`src/rtl/fpu_add_arbiter.sv`:
```
// ---------------------------------------------------------------------------
// fpu_add_arbiter
//
// Shares one combinational IEEE-754 single-precision adder between two
// requesters. A request is granted in IDLE, its operands are latched and
// presented to the adder for LAT cycles (EXEC), the sum is latched and
// returned on the owner's response channel (RESP) until it is accepted.
//
// Parameters
//   LAT          cycles the operands are held on the shared adder (1..4)
//
// Optional feature
//   FPU_ARB_ROUND_ROBIN_EN  when defined, contention in IDLE is resolved in
//                           favour of the requester not granted last; when
//                           undefined, requester 0 always wins contention.
//
// Ports
//   clk, reset              clock, synchronous active-high reset
//   req0_* / req1_*         operand handshake (valid/ready, a, b)
//   rsp0_* / rsp1_*         result handshake (valid/ready, data)
//   add_a, add_b, add_out   shared adder operands and sum
//   busy                    high whenever the arbiter is not idle
// ---------------------------------------------------------------------------
module fpu_add_arbiter #(
    parameter int LAT = 1
) (
    input  logic        clk,
    input  logic        reset,

    input  logic        req0_valid,
    output logic        req0_ready,
    input  logic [31:0] req0_a,
    input  logic [31:0] req0_b,

    input  logic        req1_valid,
    output logic        req1_ready,
    input  logic [31:0] req1_a,
    input  logic [31:0] req1_b,

    output logic        rsp0_valid,
    input  logic        rsp0_ready,
    output logic [31:0] rsp0_data,

    output logic        rsp1_valid,
    input  logic        rsp1_ready,
    output logic [31:0] rsp1_data,

    output logic [31:0] add_a,
    output logic [31:0] add_b,
    input  logic [31:0] add_out,

    output logic        busy
);

    typedef enum logic [1:0] {
        S_IDLE = 2'd0,
        S_EXEC = 2'd1,
        S_RESP = 2'd2
    } state_t;

    // EXEC counts down from LAT-1 to 0; LAT <= 4 fits in two bits.
    localparam logic [1:0] CNT_INIT = 2'(LAT - 1);

    state_t      state_q, state_d;
    logic        owner_q, owner_d;
    logic [1:0]  cnt_q, cnt_d;
    logic [31:0] opa_q, opa_d;
    logic [31:0] opb_q, opb_d;
    logic [31:0] res_q, res_d;
    logic        busy_q, busy_d;
    logic        rsp0_valid_q, rsp0_valid_d;
    logic        rsp1_valid_q, rsp1_valid_d;

`ifdef FPU_ARB_ROUND_ROBIN_EN
    logic        last_q, last_d;
`endif

    logic        grant;
    logic        grant_sel;
    logic        rr_pick;
    logic        own_ready;

    // Winner selection: grant_sel = 1 means requester 1 is chosen.
    always_comb begin
`ifdef FPU_ARB_ROUND_ROBIN_EN
        rr_pick = ~last_q;
`else
        rr_pick = 1'b0;
`endif
        if (req0_valid) begin
            grant_sel = req1_valid & rr_pick;
        end else begin
            grant_sel = 1'b1;
        end
    end

    // A grant is only possible from IDLE; reset suppresses it so the
    // ready outputs are low while reset is asserted.
    assign grant      = (state_q == S_IDLE) && (req0_valid || req1_valid) && !reset;
    assign req0_ready = grant && !grant_sel;
    assign req1_ready = grant &&  grant_sel;

    assign own_ready  = owner_q ? rsp1_ready : rsp0_ready;

    always_comb begin
        state_d = state_q;
        owner_d = owner_q;
        cnt_d   = cnt_q;
        opa_d   = opa_q;
        opb_d   = opb_q;
        res_d   = res_q;
`ifdef FPU_ARB_ROUND_ROBIN_EN
        last_d  = last_q;
`endif

        case (state_q)
            S_IDLE: begin
                if (grant) begin
                    opa_d   = grant_sel ? req1_a : req0_a;
                    opb_d   = grant_sel ? req1_b : req0_b;
                    owner_d = grant_sel;
                    cnt_d   = CNT_INIT;
                    state_d = S_EXEC;
`ifdef FPU_ARB_ROUND_ROBIN_EN
                    last_d  = grant_sel;
`endif
                end
            end
            S_EXEC: begin
                if (cnt_q == 2'd0) begin
                    res_d   = add_out;
                    state_d = S_RESP;
                end else begin
                    cnt_d = cnt_q - 2'd1;
                end
            end
            S_RESP: begin
                // Returning to IDLE here means the next grant happens one
                // cycle after the response handshake, never in it.
                if (own_ready) begin
                    state_d = S_IDLE;
                end
            end
            default: begin
                state_d = S_IDLE;
            end
        endcase

        // Status outputs are registered: decode them from the next state.
        busy_d       = (state_d != S_IDLE);
        rsp0_valid_d = (state_d == S_RESP) && !owner_d;
        rsp1_valid_d = (state_d == S_RESP) &&  owner_d;
    end

    always_ff @(posedge clk) begin
        if (reset) begin
            state_q      <= S_IDLE;
            owner_q      <= 1'b0;
            cnt_q        <= 2'd0;
            opa_q        <= 32'd0;
            opb_q        <= 32'd0;
            res_q        <= 32'd0;
            busy_q       <= 1'b0;
            rsp0_valid_q <= 1'b0;
            rsp1_valid_q <= 1'b0;
`ifdef FPU_ARB_ROUND_ROBIN_EN
            last_q       <= 1'b1;
`endif
        end else begin
            state_q      <= state_d;
            owner_q      <= owner_d;
            cnt_q        <= cnt_d;
            opa_q        <= opa_d;
            opb_q        <= opb_d;
            res_q        <= res_d;
            busy_q       <= busy_d;
            rsp0_valid_q <= rsp0_valid_d;
            rsp1_valid_q <= rsp1_valid_d;
`ifdef FPU_ARB_ROUND_ROBIN_EN
            last_q       <= last_d;
`endif
        end
    end

    assign add_a      = opa_q;
    assign add_b      = opb_q;
    assign rsp0_data  = res_q;
    assign rsp1_data  = res_q;
    assign rsp0_valid = rsp0_valid_q;
    assign rsp1_valid = rsp1_valid_q;
    assign busy       = busy_q;

endmodule
```
`config.mk`:
```
export PLATFORM = sky130hd
export DESIGN_NAME = fpu_add_arbiter
export DESIGN_NICKNAME = d
export VERILOG_FILES = /design/src/rtl/fpu_add_arbiter.sv
export SDC_FILE = /design/constraint.sdc
export NUM_CORES = 1
export LEC_CHECK = 0
export ABC_AREA = 1
export CAP_MARGIN = 20
export CORE_MARGIN = 3
export CORE_UTILIZATION = 30
export CTS_CLUSTER_DIAMETER = 50
export DETAILED_ROUTE_END_ITERATION = 7
export DONT_BUFFER_PORTS = 1
export MAX_ROUTING_LAYER = met4
export SYNTH_ARGS = -nofsm -noshare
export SYNTH_HDL_FRONTEND = slang
export SYNTH_SLANG_ARGS = --single-unit
export TNS_END_PERCENT = 5
```
`constraint.sdc`:
```
create_clock -name clk -period 3.1 [get_ports clk]
set_input_delay 0.31 -clock clk [delete_from_list [all_inputs] [get_ports clk]]
set_output_delay 0.31 -clock clk [all_outputs]
set_load 0.01 [all_outputs]
```
==> reports/qor.csv, run 1 <==
stage,metric,value,unit
placement,IO Port Bufs,0,
floorplan,I/O pin total,299,
yosys,syn_area_per_cell,6.75,µm²
critical_path,"Critical Path, Cell by Cell","nor2_4, buf_4, nand3_1, inv_1",
placement,dpl cell area,0.00467,mm²
finish,share of cells above drive strength 1,4.59,%
yosys,cell with the most instances after synthesis,nand2_1,
sta,Fmax achieved,474,MHz
yosys,synth top area cells,"dfxtp_1, nand2_1, nand3_1, a21oi_1, buf_4",
min_path,hold path depth,1,
clock_network,clock buffer depth,2,
sta,RSZ-0062 raised after global routing,false,
finish,diodes inserted,0,
power_and_ir_drop,sw frac,28.1,%
yosys,"area leader, netlist",dfxtp_1,
finish,final net count,815,
global_routing,first-pass GRT wire length,20400,µm
critical_path,R2R cell count,5,
placement,pre-CTS WS,1.29,ns
yosys,Post-Synthesis Cell Area,0.00484,mm²
clock_network,postcts setup bufs,0,
global_routing,antenna violations before repair,0,
clock_network,CTS sink cnt,104,
finish,cell area after layout,0.00498,mm²
floorplan,die area,0.0177,mm²
power_and_ir_drop,Leakage,2.04,nW
global_routing,all-layer global routing usage,14.7,%
yosys,top-area cell type share of the netlist area,43.0,%
sta,fin. max-slew vios,0,
sta,Final period util,68.1,%
sta,Slew Limit Headroom,52.0,%
sta,Worst-Margin Slew,0.720,ns
yosys,Post-synth EDFFs,0,
critical_path,critical path arrival,1.80,ns
floorplan,die height,133,µm
status,outcome,"complete, no violations",
yosys,post-synth cell types,15,
critical_path,WP data required,2.79,ns
finish,Layout area overhead,2.79,%
yosys,Commonest cells post-synth,"nand2_1, dfxtp_1, nand3_1, a21oi_1, buf_4",
min_path,hold endpoint,add_a[15],
critical_path,critical path type,reg -> out,
critical_path,endpoint of the worst-slack reg-to-reg timing path,add_b[16],
global_routing,grt total ovfl,0,
floorplan,starting density of the core,31.3,%
route,DRT Pass-1 Iters,4,
critical_path,Crit path largest cell delay,0.55,ns
floorplan,Core Rows,45,
yosys,#FFs+latches synth,104,
power_and_ir_drop,P_int,2.16,mW
global_routing,vias in the first global route,3865,
placement,DP HPWL,9210,µm
power_and_ir_drop,Comb pwr share,10.3,%
yosys,Async SR Flop Fraction,0,%
yosys,sequential area share after synthesis,43.0,%
sta,post-route worst setup slack,0.989,ns
sta,Final Skew,0.00610,ns
sta,final setup vio count,0,
critical_path,register-to-register setup slack,1.40,ns
power_and_ir_drop,maximum VDD drop,0.225,mV
clock_network,CTS tree,built,
yosys,Main synth FF type,dfxtp_1,
critical_path,FF-to-FF Start,state_q[1],
yosys,cell count after synthesis,718,
power_and_ir_drop,P_sw,0.842,mW
finish,Fill cells,1681,
critical_path,launching element type of the critical path,flip-flop,
clock_network,root buf cell,clkbuf_16,
route,Iter 0 DRT Violations,213,
clock_network,cts hold-fix bufs,0,
clock_network,Clock Latency Late Sink,0.35,ns
placement,gpl congestion,0.731,
clock_network,PostCTS Resize Cnt,0,
critical_path,Crit. End Element,primary output,
route,vias per inst,4.90,
route,Routed Antenna Nets,0,
floorplan,core area,0.0155,mm²
sta,setup TNS,0,ns
sta,Final Hold Viols,0,
critical_path,"Slowest-stage cell, CP",buf_4,
min_path,worst hold path startpoint,reset,
yosys,Syn Nets,885,
power_and_ir_drop,PwrDens,603,mW/mm²
route,Vias,4234,
clock_network,htree depth,3,
clock_network,clock-pin transition on the worst setup and hold timing paths,0.07,ns
power_and_ir_drop,Final Power,3.00,mW
global_routing,largest net degree at the start of global routing,102,
route,total wire length,13400,µm
floorplan,overall die width,133,µm
route,Remaining DRCs,0,
sta,crit path time final,2.11,ns
run,maxcap violations,0,
power_and_ir_drop,clock power share,38.9,%
sta,Min Hold Slack,0.0270,ns
power_and_ir_drop,sequential fraction of design power,50.9,%
critical_path,Worst Path Max Fanout,67,
clock_network,total CTS buffers,9,
yosys,synth warn,0,
route,DR WL/cell,15.6,µm
min_path,Hold Crit Class,in -> reg,
[power by group through the flow]
stage / Sequential, mW / Combinational, mW / Clock (mW)
after floorplan: 1.52 / 0.327 / 0
after global placement: 1.56 / 0.310 / 0
after detailed placement: 1.56 / 0.315 / 0
after CTS: 1.53 / 0.316 / 1.22
after global routing: 1.54 / 0.360 / 1.26
final: 1.53 / 0.308 / 1.17
[state kept, by name, summed over array words and instances (netlist names)]
signal      flops
rsp0_valid      1
state_q         2
rsp1_valid      1
add_a          32
busy            1
rsp0_data      32
owner_q         1
cnt_q           2
add_b          32
[per-layer routing]
metal / wire length (µm) / vias up / share of wire [%] / global-route usage, %
li1: - / 2129 / - / -
met1: 5460 / 1889 / 41 / 16.0
met2: 6560 / 202 / 49 / 25.1
met3: 1230 / 14 / 9.1 / 4.98
met4: 199 / 0 / 1.5 / 5.08
met5: 0 / - / 0 / -
[how the worst max path moves through the flow]
stage,cells after the start,start,to
after floorplan,5,state_q[0],req1_ready
after detailed placement,4,state_q[0],req0_ready
after CTS,4,state_q[0],req0_ready
after global placement,4,state_q[0],req0_ready
after global routing,4,state_q[0],req0_ready
final,4,state_q[0],req0_ready
[cell families (layout without fill, tap and decap cells)]
| logic type | Yosys count | after routing | synth area share (%) |
|---|---|---|---|
| compound gates | 99 | 99 | 10.3 |
| fa+ha+maj | 1 | 1 | 0.258 |
| buf+inv | 102 | 37 | 11.8 |
| flops | 104 | 104 | 43.0 |
| simple gates | 412 | 412 | 34.7 |
[per-stage QoR]
step / instances / utilization, %
6_report: 864 / 32.2
5_1_grt: 864 / 32.2
4_1_cts: 864 / 32.2
3_5_place_dp: 848 / 30.2
3_3_place_gp: 848 / 30.2
2_1_floorplan: 718 / -
[cells in the final DEF, fill, tap and decap left out, drive strengths merged]
cell and count:
inv 16, clkinv 1, nand2 303, clkbuf 9, nand3 100, nor2 8
nand3b 1, ha 1, buf 7, dfxtp 104, a21oi 99, clkinvlp 3
bufinv 1
[area by class of cell]
class / instances / area, µm² / share of cell area (%)
Multi-Input combinational cell: 512 / 2210 / 44.4
Sequential cell: 104 / 2080 / 41.8
Clock buffer: 9 / 225 / 4.52
Timing Repair Buffer: 7 / 65.1 / 1.31
Inverter: 14 / 52.6 / 1.06
Tap cell: 211 / 264 / 5.30
Clock inverter: 7 / 80.1 / 1.61
[critical path: cells and delay by family (launching register included)]
kind	cells	cell delay, ns
DFF	1	0.34
and+or+nand+nor	2	0.37
buffers and inverters	2	0.74
Note: power is estimated with default switching activity, not from simulation.
==> run 2: changes to the inputs <==
- clock period: 3.1 -> 2 ns (I/O delays scaled with it)
==> run 2 against run 1 <==
Critical path depth up 1. Cell area up 7.3%. Global-route usage up 1.0 points. First-iteration DRC count down 25%. Worst hold slack worse by 0.0025 ns. Highest routed layer unchanged.
==> reports/qor.csv, run 2 (synthesis gave the netlist of run 1 again) <==
stage,metric,value,unit,change
route,vias per inst,4.90,,about the same
critical_path,"Critical Path, Cell by Cell","a21oi_4, buf_4, nand3_1, a21oi_1, dlygate4sd3_1",,
power_and_ir_drop,Leakage,2.22,nW,+9.0%
clock_network,clock-pin transition on the worst setup and hold timing paths,0.07,ns,about the same
route,Routed Antenna Nets,0,,unchanged
sta,post-route worst setup slack,0.204,ns,-0.785 ns
sta,crit path time final,1.80,ns,
finish,post-route non-filler standard cell count,897,,+3.8%
critical_path,Crit path largest cell delay,0.55,ns,about the same
critical_path,Worst Path Max Fanout,35,,-48%
clock_network,total CTS buffers,9,,unchanged
global_routing,first-pass GRT wire length,21700,µm,+6.5%
floorplan,I/O pin total,299,,unchanged
route,Iter 0 DRT Violations,159,,-25%
route,DR WL/cell,15.8,µm,+1.4%
placement,IO Port Bufs,0,,unchanged
critical_path,critical path arrival,2.08,ns,+0.28 ns
critical_path,Crit. End Element,flip-flop,,
route,Remaining DRCs,0,,unchanged
power_and_ir_drop,Final Power,4.89,mW,+63%
power_and_ir_drop,PwrDens,915,mW/mm²,+52%
finish,diodes inserted,0,,unchanged
critical_path,WP data required,2.29,ns,-0.50 ns
floorplan,overall die width,133,µm,unchanged
sta,fin. max-slew vios,0,,unchanged
floorplan,die area,0.0177,mm²,unchanged
placement,placed cells,852,,+0.47%
finish,final net count,848,,+4.0%
finish,"most common cell after layout, fill and taps aside",nand2_1,,
min_path,Hold Crit Class,in -> reg,,
finish,Layout area overhead,10.3,%,
run,maxcap violations,0,,unchanged
floorplan,die height,133,µm,unchanged
route,Vias,4396,,+3.8%
clock_network,root buf cell,clkbuf_16,,
floorplan,Core Rows,45,,unchanged
clock_network,Clock Latency Late Sink,0.34,ns,about the same
placement,gpl congestion,0.739,,+1.0%
placement,DP HPWL,9440,µm,+2.4%
clock_network,postcts setup bufs,0,,unchanged
sta,Fmax achieved,557,MHz,
status,outcome,"complete, no violations",,
sta,RSZ-0062 raised after global routing,false,,
floorplan,starting density of the core,31.3,%,unchanged
clock_network,CTS sink cnt,104,,unchanged
route,DRT Pass-1 Iters,4,,unchanged
finish,share of cells above drive strength 1,4.96,%,+0.36 points
global_routing,vias in the first global route,4024,,+4.1%
power_and_ir_drop,maximum VDD drop,0.401,mV,+78%
sta,Final period util,89.8,%,
sta,Worst-Margin Slew,0.655,ns,-0.0650 ns
critical_path,critical path type,reg -> reg,,
critical_path,launching element type of the critical path,flip-flop,,
sta,Final Hold Viols,0,,unchanged
route,total wire length,14200,µm,+5.3%
global_routing,all-layer global routing usage,15.7,%,+1.0 points
sta,Slew Limit Headroom,56.3,%,+4.3 points
sta,setup TNS,0,ns,unchanged
critical_path,CP bufs+invs,2,,unchanged
floorplan,core area,0.0155,mm²,unchanged
finish,most frequent cells in the layout,"nand2_1, dfxtp_1, nand3_1",,
global_routing,antenna violations before repair,0,,unchanged
clock_network,clock buffer depth,2,,unchanged
global_routing,grt total ovfl,0,,unchanged
sta,final setup vio count,0,,unchanged
clock_network,CTS tree,built,,
global_routing,largest net degree at the start of global routing,91,,-11%
placement,pre-CTS WS,0.580,ns,-0.708 ns
critical_path,Crit path max-delay family,buffers and inverters,,
clock_network,htree depth,3,,unchanged
sta,Final Skew,0.00552,ns,-0.000581 ns
critical_path,"Slowest-stage cell, CP",dlygate4sd3_1,,
==> run 2: layout make-up <==
| class | instances | area, µm² |
|---|---|---|
| fill | 1668 | 10100 |
| timing repair buffer | 40 | 403 |
| tap | 211 | 264 |
| clock buffer | 12 | 256 |
| sequential | 104 | 2080 |
| multi-input combinational | 512 | 2210 |
| inverter | 14 | 52.6 |
| clock inverter | 4 | 76.3 |
==> run 2: worst reg2reg max path: stages, from the launching register on <==
cell and delay, ns:
dfxtp_1 0.37, a21oi_4 0.14, buf_4 0.35, nand3_1 0.19, a21oi_1 0.15, dlygate4sd3_1 0.55
==> run 2: power by group <==
| group | switching, mW | internal, mW | leakage (nW) |
|---|---|---|---|
| sequential | 0.173 | 2.19 | 0.849 |
| combinational | 0.352 | 0.219 | 1.22 |
| clock | 0.781 | 1.17 | 0.159 |
| total | 1.31 | 3.58 | 2.22 |
==> run 2: per-layer routing <==
metal	up-vias	GRT usage, %	routed length (µm)	share of wire (%)
met5	-	-	0	0
met4	0	6.24	230	1.6
met3	16	3.95	1120	7.9
met2	189	27.2	7210	51
met1	1999	17.3	5590	39
li1	2192	-	-	-
==> run 2: worst paths after layout <==
path,start,endpoint,slack [ns],cells past startpoint
worst min register to register,cnt_q[1],cnt_q[1],0.48,2
worst max-delay path,state_q[1],add_a[13],0.20,5
worst min-delay path,add_out[2],rsp0_data[2],0.02,2
worst max register to register,state_q[1],add_a[13],0.20,5
==> run 2: stage by stage <==
stage               hold WS [ns]  util [%]  area, µm²
floorplan                  0.364         -       4840
global placement           0.280      30.4       4700
detailed placement         0.280      30.4       4700
CTS                     0.000296      34.5       5340
global route              0.0173      34.5       5340
finish                    0.0245      34.5       5340
==> run 2: repair_timing <==
| item | in CTS | in global routing |
|---|---|---|
| hold endpoints to repair | 98 | 0 |
| hold buffers | 29 | 0 |
| gates resized for setup | 0 | 0 |
